`config.mk`:
```
export PLATFORM = sky130hd
export DESIGN_NAME = sao_stat_one_block_4x4
export DESIGN_NICKNAME = d
export VERILOG_FILES = /design/src/rtl/sao_stat_one_block_4x4.sv
export SDC_FILE = /design/constraint.sdc
export NUM_CORES = 1
export LEC_CHECK = 0
export ABC_CLOCK_PERIOD_IN_PS = 8060
export CAP_MARGIN = 20
export CORE_AREA = 2 2 259 261
export DETAILED_ROUTE_END_ITERATION = 12
export DIE_AREA = 0 0 261 263
export GPL_TIMING_DRIVEN = 1
export SLEW_MARGIN = 10
export SYNTH_ARGS = -nofsm -noshare
export SYNTH_HDL_FRONTEND = slang
export SYNTH_SLANG_ARGS = --single-unit
```
`constraint.sdc`:
```
create_clock -name clk -period 8.06 [get_ports clk]
set_input_delay 1.209 -clock clk [delete_from_list [all_inputs] [get_ports clk]]
set_output_delay 1.209 -clock clk [all_outputs]
set_load 0.05 [all_outputs]
```
`src/rtl/sao_stat_one_block_4x4.sv`:
```
// SAO edge-offset statistics front end: per-sample edge signs and saturated
// original-minus-reconstructed difference for one 4x4 block per cycle.
module sao_stat_one_block_4x4 #(
  parameter int unsigned bit_depth = 8
) (
  input  logic                        clk,
  input  logic                        rst_n,
  input  logic                        in_valid,
  input  logic        [bit_depth-1:0] rec_l  [0:3][0:3],
  input  logic        [bit_depth-1:0] rec_r  [0:3][0:3],
  input  logic        [bit_depth-1:0] rec_m  [0:3][0:3],
  input  logic        [bit_depth-1:0] org_m  [0:3][0:3],
  output logic                        out_valid,
  output logic signed [1:0]           sign_l [0:3][0:3],
  output logic signed [1:0]           sign_r [0:3][0:3],
  output logic signed [4:0]           diff   [0:3][0:3]
);

  localparam int unsigned dw = bit_depth + 1;
  localparam int unsigned sw = 2;
  localparam int unsigned ow = 5;
  localparam logic signed [dw-1:0] diff_max = dw'(15);
  localparam logic signed [dw-1:0] diff_min = dw'(-16);

  // Three-way compare of centre against one neighbour: +1, 0 or -1.
  function automatic logic signed [sw-1:0] edge_sign(
    input logic [bit_depth-1:0] c,
    input logic [bit_depth-1:0] n
  );
    if (c > n) begin
      edge_sign = 2'sb01;
    end else if (c < n) begin
      edge_sign = 2'sb11;
    end else begin
      edge_sign = 2'sb00;
    end
  endfunction

  // Exact difference at one extra bit, then clamp into the 5-bit output range.
  function automatic logic signed [ow-1:0] sat_diff(
    input logic [bit_depth-1:0] o,
    input logic [bit_depth-1:0] r
  );
    logic signed [dw-1:0] d;
    d = $signed({1'b0, o}) - $signed({1'b0, r});
    if (d > diff_max) begin
      sat_diff = 5'sb01111;
    end else if (d < diff_min) begin
      sat_diff = 5'sb10000;
    end else begin
      sat_diff = d[ow-1:0];
    end
  endfunction

  logic signed [sw-1:0] sign_l_c [0:3][0:3];
  logic signed [sw-1:0] sign_r_c [0:3][0:3];
  logic signed [ow-1:0] diff_c   [0:3][0:3];

  always_comb begin
    for (int i = 0; i < 4; i++) begin
      for (int j = 0; j < 4; j++) begin
        sign_l_c[i][j] = edge_sign(rec_m[i][j], rec_l[i][j]);
        sign_r_c[i][j] = edge_sign(rec_m[i][j], rec_r[i][j]);
        diff_c[i][j]   = sat_diff(org_m[i][j], rec_m[i][j]);
      end
    end
  end

  // Output register: data loads only on valid input and holds otherwise.
  always_ff @(posedge clk) begin
    if (!rst_n) begin
      out_valid <= 1'b0;
      for (int i = 0; i < 4; i++) begin
        for (int j = 0; j < 4; j++) begin
          sign_l[i][j] <= '0;
          sign_r[i][j] <= '0;
          diff[i][j]   <= '0;
        end
      end
    end else begin
      out_valid <= in_valid;
      if (in_valid) begin
        for (int i = 0; i < 4; i++) begin
          for (int j = 0; j < 4; j++) begin
            sign_l[i][j] <= sign_l_c[i][j];
            sign_r[i][j] <= sign_r_c[i][j];
            diff[i][j]   <= diff_c[i][j];
          end
        end
      end
    end
  end

endmodule

```
# [Yosys cells after proc, flatten, opt, wreduce, memory -nomap -nowiden]
# Index checks and enable logic that the tools add are counted.
[classes] addsub=16 n_mul=0 div=0 n_lt_le_gt_ge=96 n_eq_ne=0 shift=0 muxes=96 bitwise=0 reduce_logical=0
[ops] op="$gt A8 B8 Y1" n=32
[ops] op="$lt A8 B8 Y1" n=32
[ops] op="$mux W5" n=32
[ops] op="$gt A9 B5 Y1 const B" n=16
[ops] op="$lt A9 B5 Y1 const B" n=16
[ops] op="$sub A8 B8 Y9" n=16
[ops] op="$mux W2" n=64
[totals] regBits=145 latchBits=0 ram_bits=0 mem_bits_ro=0 input_bits=515 out_inout_bits=145 word_cells=257 mem_count=0

# [Longest topological paths before layout]
# Gate-level depths: netlist of the first run.
[depth] ltp_word=4 depth_mapped=11

# [Least setup slack after synthesis of the first run]
# Ideal clock, no wire load.
[synth_timing] path_type="input-to-reg" from="input org_m[104] (netlist bit)" to="register diff[65] (netlist bit)" setup_time_ps=61 arrival_ps=3327 t_required_ps=7999 path_slack_ps=4672 path_stages=11 n_path_buf=0 path_cell_list="inv_1 ha_1 inv_1 fa_1 a211oi_2 o21bai_1 a21o_1 a22o_1 a32o_1 a311oi_2 a221o_1"
[synth_between] elab_chain_len=4 word_cells_on_any_way=5 cone_classes="1 x add/sub; 2 x order compare; 2 x mux"
[synth_lines] element="from (decl)" line_no="12" rtl="input logic [bit_depth-1:0] org_m [0:3][0:3],"
[synth_lines] element="$sub A8 B8 Y9 *" line_no="45" rtl="d = $signed({1'b0, o}) - $signed({1'b0, r});"
[synth_lines] element="$lt A9 B5 Y1" line_no="48" rtl="end else if (d < diff_min) begin"
[synth_lines] element="$mux W5" line_no="48"
[synth_lines] element="$mux W5 *" line_no="46" rtl="if (d > diff_max) begin"
[synth_lines] element="to (signal, indexed assignment)" line_no="87" rtl="diff[i][j] <= diff_c[i][j];"
[synth_lines] element="to (decl)" line_no="16" rtl="output logic signed [4:0] diff [0:3][0:3]"
# Mark *: on every way between the ends. The rest lies on a longest branch, timed or not.
# A chain may end at the register's enable or synchronous reset.

# [Worst setup path after layout of the first run]
[layout_timing] from="input rec_m[40] (netlist bit)" to="register diff[26] (netlist bit)"
[layout_between] elab_chain_len=4 word_cells_on_any_way=5 cone_classes="1 x add/sub; 2 x order compare; 2 x mux"
[layout_lines] element="from (decl)" line_no="11" rtl="input logic [bit_depth-1:0] rec_m [0:3][0:3],"
[layout_lines] element="$sub A8 B8 Y9 *" line_no="45"
[layout_lines] element="$lt A9 B5 Y1" line_no="48"
[layout_lines] element="$mux W5" line_no="48"
[layout_lines] element="$mux W5 *" line_no="46"
# Marks and branches as above.

==> results.yml, run 1 <==
clock_network:
  htreeDepth: 4
  cts_setup_buffers: 0
  clockBufferDepth: 2
  cts_hold_buf: 0
  clock_sinks: 145
  root_buffer: "clkbuf_16"
  numCtsBuffers: 17
  clkTransAtPathRegs_ps: 70
  cts_tree: "yes"
  worstSkewPairLatency_ps: 480
  cts_resized: 0
power:
  p_total_mw: 3.44
  vdd_drop_max_uv: 164
  power.density_nw_per_um2: 131
  leakagePower_nw: 12.7
synthesis:
  syn-num-nets: 3257
  yosysWarnings: 0
  yosys_most_used_dff: "dfxtp_1"
  synth-seq-area-share_pct: 16.1
  ys_types: 67
  ys_async_sr_fraction_pct: 0
  synth_edf_count: 0
  synth_top_area_share_pct: 27.7
  synth_top_cell_by_area: "ha_1"
  ys_top_cells_by_area: "ha_1, dfxtp_1, inv_1"
  avgSynthCellArea_sq_um: 7.76
  syn_area_sq_um: 18100
  synth_seq_cells: 145
  syn_inst: 2326
routing:
  drt-total-wl_microns: 68800
  drtPass1Iterations: 7
  drc_errors: 0
  ant_nets: 0
  dr.first_iter.drc_count: 636
  wl_per_cell_microns: 17.8
  vias_per_cell: 4.78
  via_count: 18423
timing:
  relSlewSlack_pct: 31.3
  clock_skew_ps: 0
  finalSetupViolations: 0
  worst_slew_pin_slew_ps: 1020
  fin_crit_sh_pct: 44.7
  tns_ps: 0
  final.min_clock_period_ps: 3600
  slew_viol_final: 0
  rsz0062_at_grt: "false"
  fmaxAchievable_mhz: 278
  hold_violations: 0
setup_path:
  worstRegToRegCells: 2
  r2r_slack_ps: 7170
  crit_type: "in2reg"
  r2r_start: "diff[66]"
  crit_path_end_kind: "register"
  arrival_ps: 3970
  crit_required_ps: 8430
  path_max_fanout: 4
  worstSetupStartpointType: "input pin"
  rr_endpoint: "diff[66]"
die:
  die_w_microns: 261
  dieHeight_microns: 263
  rows: 94
  coreArea_sq_um: 65600
  start_util_pct: 27.5
  ios: 660
  die-area_sq_um: 68600
placed_design:
  place_congestion: 0.905
  io_buffers: 659
  hpwl_microns: 58800
global_routing:
  grt_max_degree: 76
  use_met2_pct: 33.9
  antenna_found_initial: 13
  use_met1_pct: 22.8
  grt_pass1_vias: 18267
  grt_use_total_pct: 19.6
  met3_usage_pct: 5.88
  grt_pass1_wl_microns: 103000
  busiest_layer: "met2"
  grt_overflow: 0
worst_hold_path:
  worstHoldEndpoint: "diff[57]"
  hold_class: "reg2reg"
  hold_path_depth: 2
  holdCritStartpoint: "diff[57]"
cells_and_area:
  drive_gt1_share_pct: 2.92
  syn2layout_area_growth_pct: 45.9
  final_core_util_pct: 40.1
  nets: 3902
flow_run:
  drv_cap: 0
run_status:
  status: "finished, final reports clean"
[layout make-up]
class / count / area [sq um]
antenna: 9 / 22.5
clock buffer: 18 / 439
clock inverter: 14 / 251
fill: 6774 / 39300
inverter: 409 / 1540
multi-input combinational: 1734 / 13500
sequential: 145 / 2900
tap: 864 / 1080
timing repair buffer: 664 / 6630
[synthesized netlist by cell type, types with 4 or more instances]
cell type,n
inv_1,408
ha_1,400
o21ai_0,246
a21oi_1,183
dfxtp_1,145
nor2_1,109
a21o_1,97
nor2b_1,81
nand4_1,64
nand2b_1,55
xnor2_1,52
nand2_1,40
and2_1,37
clkbuf_1,33
nor3_1,32
a31oi_1,24
or2_2,21
o21a_1,19
nor4_1,18
o2111a_1,17
a32o_1,16
fa_1,16
o21bai_1,16
and3_1,15
o211ai_1,15
o211a_1,13
xor2_1,13
o31a_1,10
a221o_1,9
nand3_1,9
mux2i_1,8
nor3b_1,8
o31ai_1,8
nand3b_1,7
or3_1,6
a211oi_1,5
a21oi_2,5
o21ai_1,4
[layer usage]
layer  vias to the layer above  routed length [microns]
met5                         -                       23
met4                         4                     1640
met3                        78                     5040
met2                       463                    32800
met1                      8360                    29300
li1                       9518                        -
[worst max-delay path: stages]
cell and delay [ps]:
clkdlybuf4s50_1 520, ha_1 160, inv_1 50, fa_1 390
a21o_1 170, a21oi_1 340, o21ai_0 160, o31a_1 340
a31oi_1 270, nor2_1 70, a221o_1 290
[through the flow]
stage	std cells	setup slack [ps]	area [sq um]	hold slack [ps]
3_5_place_dp	3816	3960	25600	440
3_3_place_gp	3816	3990	25600	440
2_1_floorplan	2326	4670	18100	664
6_report	3857	4460	26300	450
5_1_grt	3853	4290	26300	488
4_1_cts	3848	4510	26300	450
[cells in the final DEF, fill, tap and decap left out, types with 10 or more instances in the layout]
cell type / instances
nand4_1: 64
clkdlybuf4s50_1: 657
and3_1: 15
o211ai_1: 15
clkbuf_16: 17
o21bai_1: 16
a32o_1: 16
nor2_1: 109
o31a_1: 10
o2111a_1: 17
ha_1: 400
xor2_1: 13
nor2b_1: 80
a21o_1: 97
nor3_1: 32
nand2_1: 40
a31oi_1: 24
o21a_1: 19
inv_1: 408
xnor2_1: 52
a21oi_1: 183
or2_2: 21
o21ai_0: 246
o211a_1: 13
dfxtp_1: 145
nand2b_1: 55
fa_1: 16
and2_1: 37
nor4_1: 18
[flip-flops by register name (all words and copies together) (netlist names)]
register and flops:
diff 80, out_valid 1, sign_l 32, sign_r 32
[how the worst max path moves through the flow]
stage / startpoint / to / slack (ps) / depth (start not counted)
floorplan: org_m[104] / diff[65] / 4670 / 11
global route: rec_m[40] / diff[26] / 4290 / 11
detailed placement: rec_m[40] / diff[26] / 3960 / 11
CTS: rec_m[57] / diff[36] / 4510 / 10
global placement: rec_m[57] / diff[36] / 3990 / 10
finish: rec_m[40] / diff[26] / 4460 / 11
[power by group]
part / total, mW / internal (mW) / switching (mW)
Combinational: 1.64 / 0.751 / 0.893
Sequential: 0.823 / 0.784 / 0.0392
Clock: 0.977 / 0.594 / 0.382
[cells by family after synthesis]
group / count (synthesis) / synth area share, %
AOI/OAI and AO/OA: 737 / 26.1
adders and majority gates: 416 / 29.5
buffers and inverters: 447 / 9.31
muxes: 8 / 0.444
DFF: 145 / 16.1
and+or+nand+nor: 508 / 15.4
xor gates and xnor gates: 65 / 3.15
No activity file was read; power rests on OpenSTA's default activity.
==> run 2: changes to the inputs <==
--- a/config.mk
+++ b/config.mk
@@ -5,11 +5,11 @@
 export SDC_FILE = /design/constraint.sdc
 export NUM_CORES = 1
 export LEC_CHECK = 0
-export ABC_CLOCK_PERIOD_IN_PS = 8060
+export ABC_CLOCK_PERIOD_IN_PS = 2950
 export CAP_MARGIN = 20
-export CORE_AREA = 2 2 259 261
+export CORE_AREA = 2 2 258 260
 export DETAILED_ROUTE_END_ITERATION = 12
-export DIE_AREA = 0 0 261 263
+export DIE_AREA = 0 0 260 262
 export GPL_TIMING_DRIVEN = 1
 export SLEW_MARGIN = 10
 export SYNTH_ARGS = -nofsm -noshare
==> constraint.sdc (replaced) <==
create_clock -name clk -period 2.95 [get_ports clk]
set_input_delay 0.4425 -clock clk [delete_from_list [all_inputs] [get_ports clk]]
set_output_delay 0.4425 -clock clk [all_outputs]
set_load 0.05 [all_outputs]
==> run 2 against run 1 <==
Compared with the run above: core utilization grew 3.0 points; largest cell class unchanged; via count rose by 4.6%; power increased to 2.8 times the previous value; largest power group unchanged.
==> results.yml, run 2 (synthesis gave the netlist of run 1 again) <==
run_status:
  status: "finished, final reports clean"
cells_and_area:
  final_core_util_pct: 43.1
  final_common_cell: "clkdlybuf4s50_1"
  reg.largest.list: "diff (80), sign_l (32), sign_r (32)"
  stdcell_count: 4098
  mostFrequentLayoutCells: "clkdlybuf4s50_1, inv_1, ha_1, buf_4, o21ai_0"
  regArea_sq_um: 2900
  nets: 4149
  largest_reg_flops: 80
  regMostFlops: "diff"
  drive_gt1_share_pct: 10.3
  syn2layout_area_growth_pct: 55.9
  fillers: 6664
  multiInputGateArea_sq_um: 13500
  final_cell_area_sq_um: 28100
setup_path:
  crit_required_ps: 3380
  arrival_ps: 3210
  crit_path_end_kind: "register"
  crit_type: "in2reg"
  path_max_fanout: 4
  worstSetupStartpointType: "input pin"
flow_run:
  drv_cap: 0
routing:
  dr.first_iter.drc_count: 711
  ant_nets: 0
  drc_errors: 0
  vias_per_cell: 4.70
  drtPass1Iterations: 5
  via_count: 19276
  wl_per_cell_microns: 16.9
  drt-total-wl_microns: 69300
timing:
  fin_ws_ps: 162
  worst_slew_pin_slew_ps: 854
  fin_crit_sh_pct: 94.5
  relSlewSlack_pct: 43.0
  hold_violations: 0
  finalSetupViolations: 0
  final.min_clock_period_ps: 2790
  clock_skew_ps: 0
  slew_viol_final: 0
  rsz0062_at_grt: "false"
  fmaxAchievable_mhz: 359
clock_network:
  clockBufferDepth: 2
  cts_setup_buffers: 0
  root_buffer: "clkbuf_16"
  cts_tree: "yes"
  numCtsBuffers: 17
  clock_sinks: 145
  worstSkewPairLatency_ps: 480
  clkTransAtPathRegs_ps: 70
  htreeDepth: 4
power:
  p_total_mw: 9.59
  vdd_drop_max_uv: 378
  power.density_nw_per_um2: 341
  leakagePower_nw: 13.8
die:
  coreArea_sq_um: 65300
  start_util_pct: 27.7
  die_w_microns: 260
  ios: 660
  die-area_sq_um: 68100
  rows: 94
  dieHeight_microns: 262
global_routing:
  antenna_found_initial: 8
  grt_overflow: 0
  grt_use_total_pct: 19.9
  grt_pass1_wl_microns: 105000
  grt_pass1_vias: 19265
  grt_max_degree: 127
placed_design:
  placed_area_sq_um: 27500
  placed_cells: 4063
  io_buffers: 659
  place_congestion: 0.895
  pre_cts_slack_ps: -324
  hpwl_microns: 59200
worst_hold_path:
  hold_class: "reg2reg"
run 2: changes by cell type in the layout (fill, tap and decap cells not counted), moves of 2 or more:
cell	previous run	this run
clkinv_2	0	2
buf_4	6	252
bufinv_16	6	4
diode_2	9	4
run 2: worst max-delay path, cell delays in order:
cell	delay [ps]
clkdlybuf4s50_1	480
ha_1	150
inv_1	50
fa_1	440
a211oi_2	280
o21bai_1	140
a21o_1	200
a22o_1	230
a32o_1	270
a311oi_4	370
a221o_1	160
run 2: layout make-up:
cell class | count | share of cell area (%)
Multi-Input combinational cell | 1734 | 47.9
Timing Repair Buffer | 911 | 30.2
Sequential cell | 145 | 10.3
Inverter | 409 | 5.45
Tap cell | 864 | 3.84
Clock buffer | 19 | 1.57
Clock inverter | 12 | 0.645
Antenna cell | 4 | 0.0356
run 2: routing by layer:
layer / share of wire [%] / track usage [%] / up-vias
li1: - / - / 10011
met1: 42 / 23.0 / 8706
met2: 48 / 35.2 / 470
met3: 7.6 / 6.28 / 77
met4: 1.9 / 5.41 / 12
met5: 0.12 / 0 / -
run 2: repair_timing:
item,in CTS,in global routing
setup endpoints to repair,0,7
hold buffers,0,0
resized for setup,0,2
run 2: worst paths after layout:
check	slack, ps	end	start	cells past startpoint
worst max-delay path	160	diff[68]	rec_m[104]	11
worst min-delay path	460	diff[57]	diff[57]	2
worst max register to register	2090	diff[11]	diff[11]	2
worst min register to register	460	diff[57]	diff[57]	2
run 2: per-stage QoR:
| step | hold slack [ps] | TNS (ps) |
|---|---|---|
| 2_1_floorplan | 664 | 0 |
| 3_3_place_gp | 440 | -5830 |
| 3_5_place_dp | 449 | -7260 |
| 4_1_cts | 459 | 0 |
| 5_1_grt | 477 | 0 |
| 6_report | 457 | 0 |
run 2: report_power, final:
group / internal (mW) / switching [mW] / total (mW)
Combinational: 2.36 / 2.52 / 4.88
Clock: 1.44 / 1.03 / 2.47
Sequential: 2.14 / 0.107 / 2.25
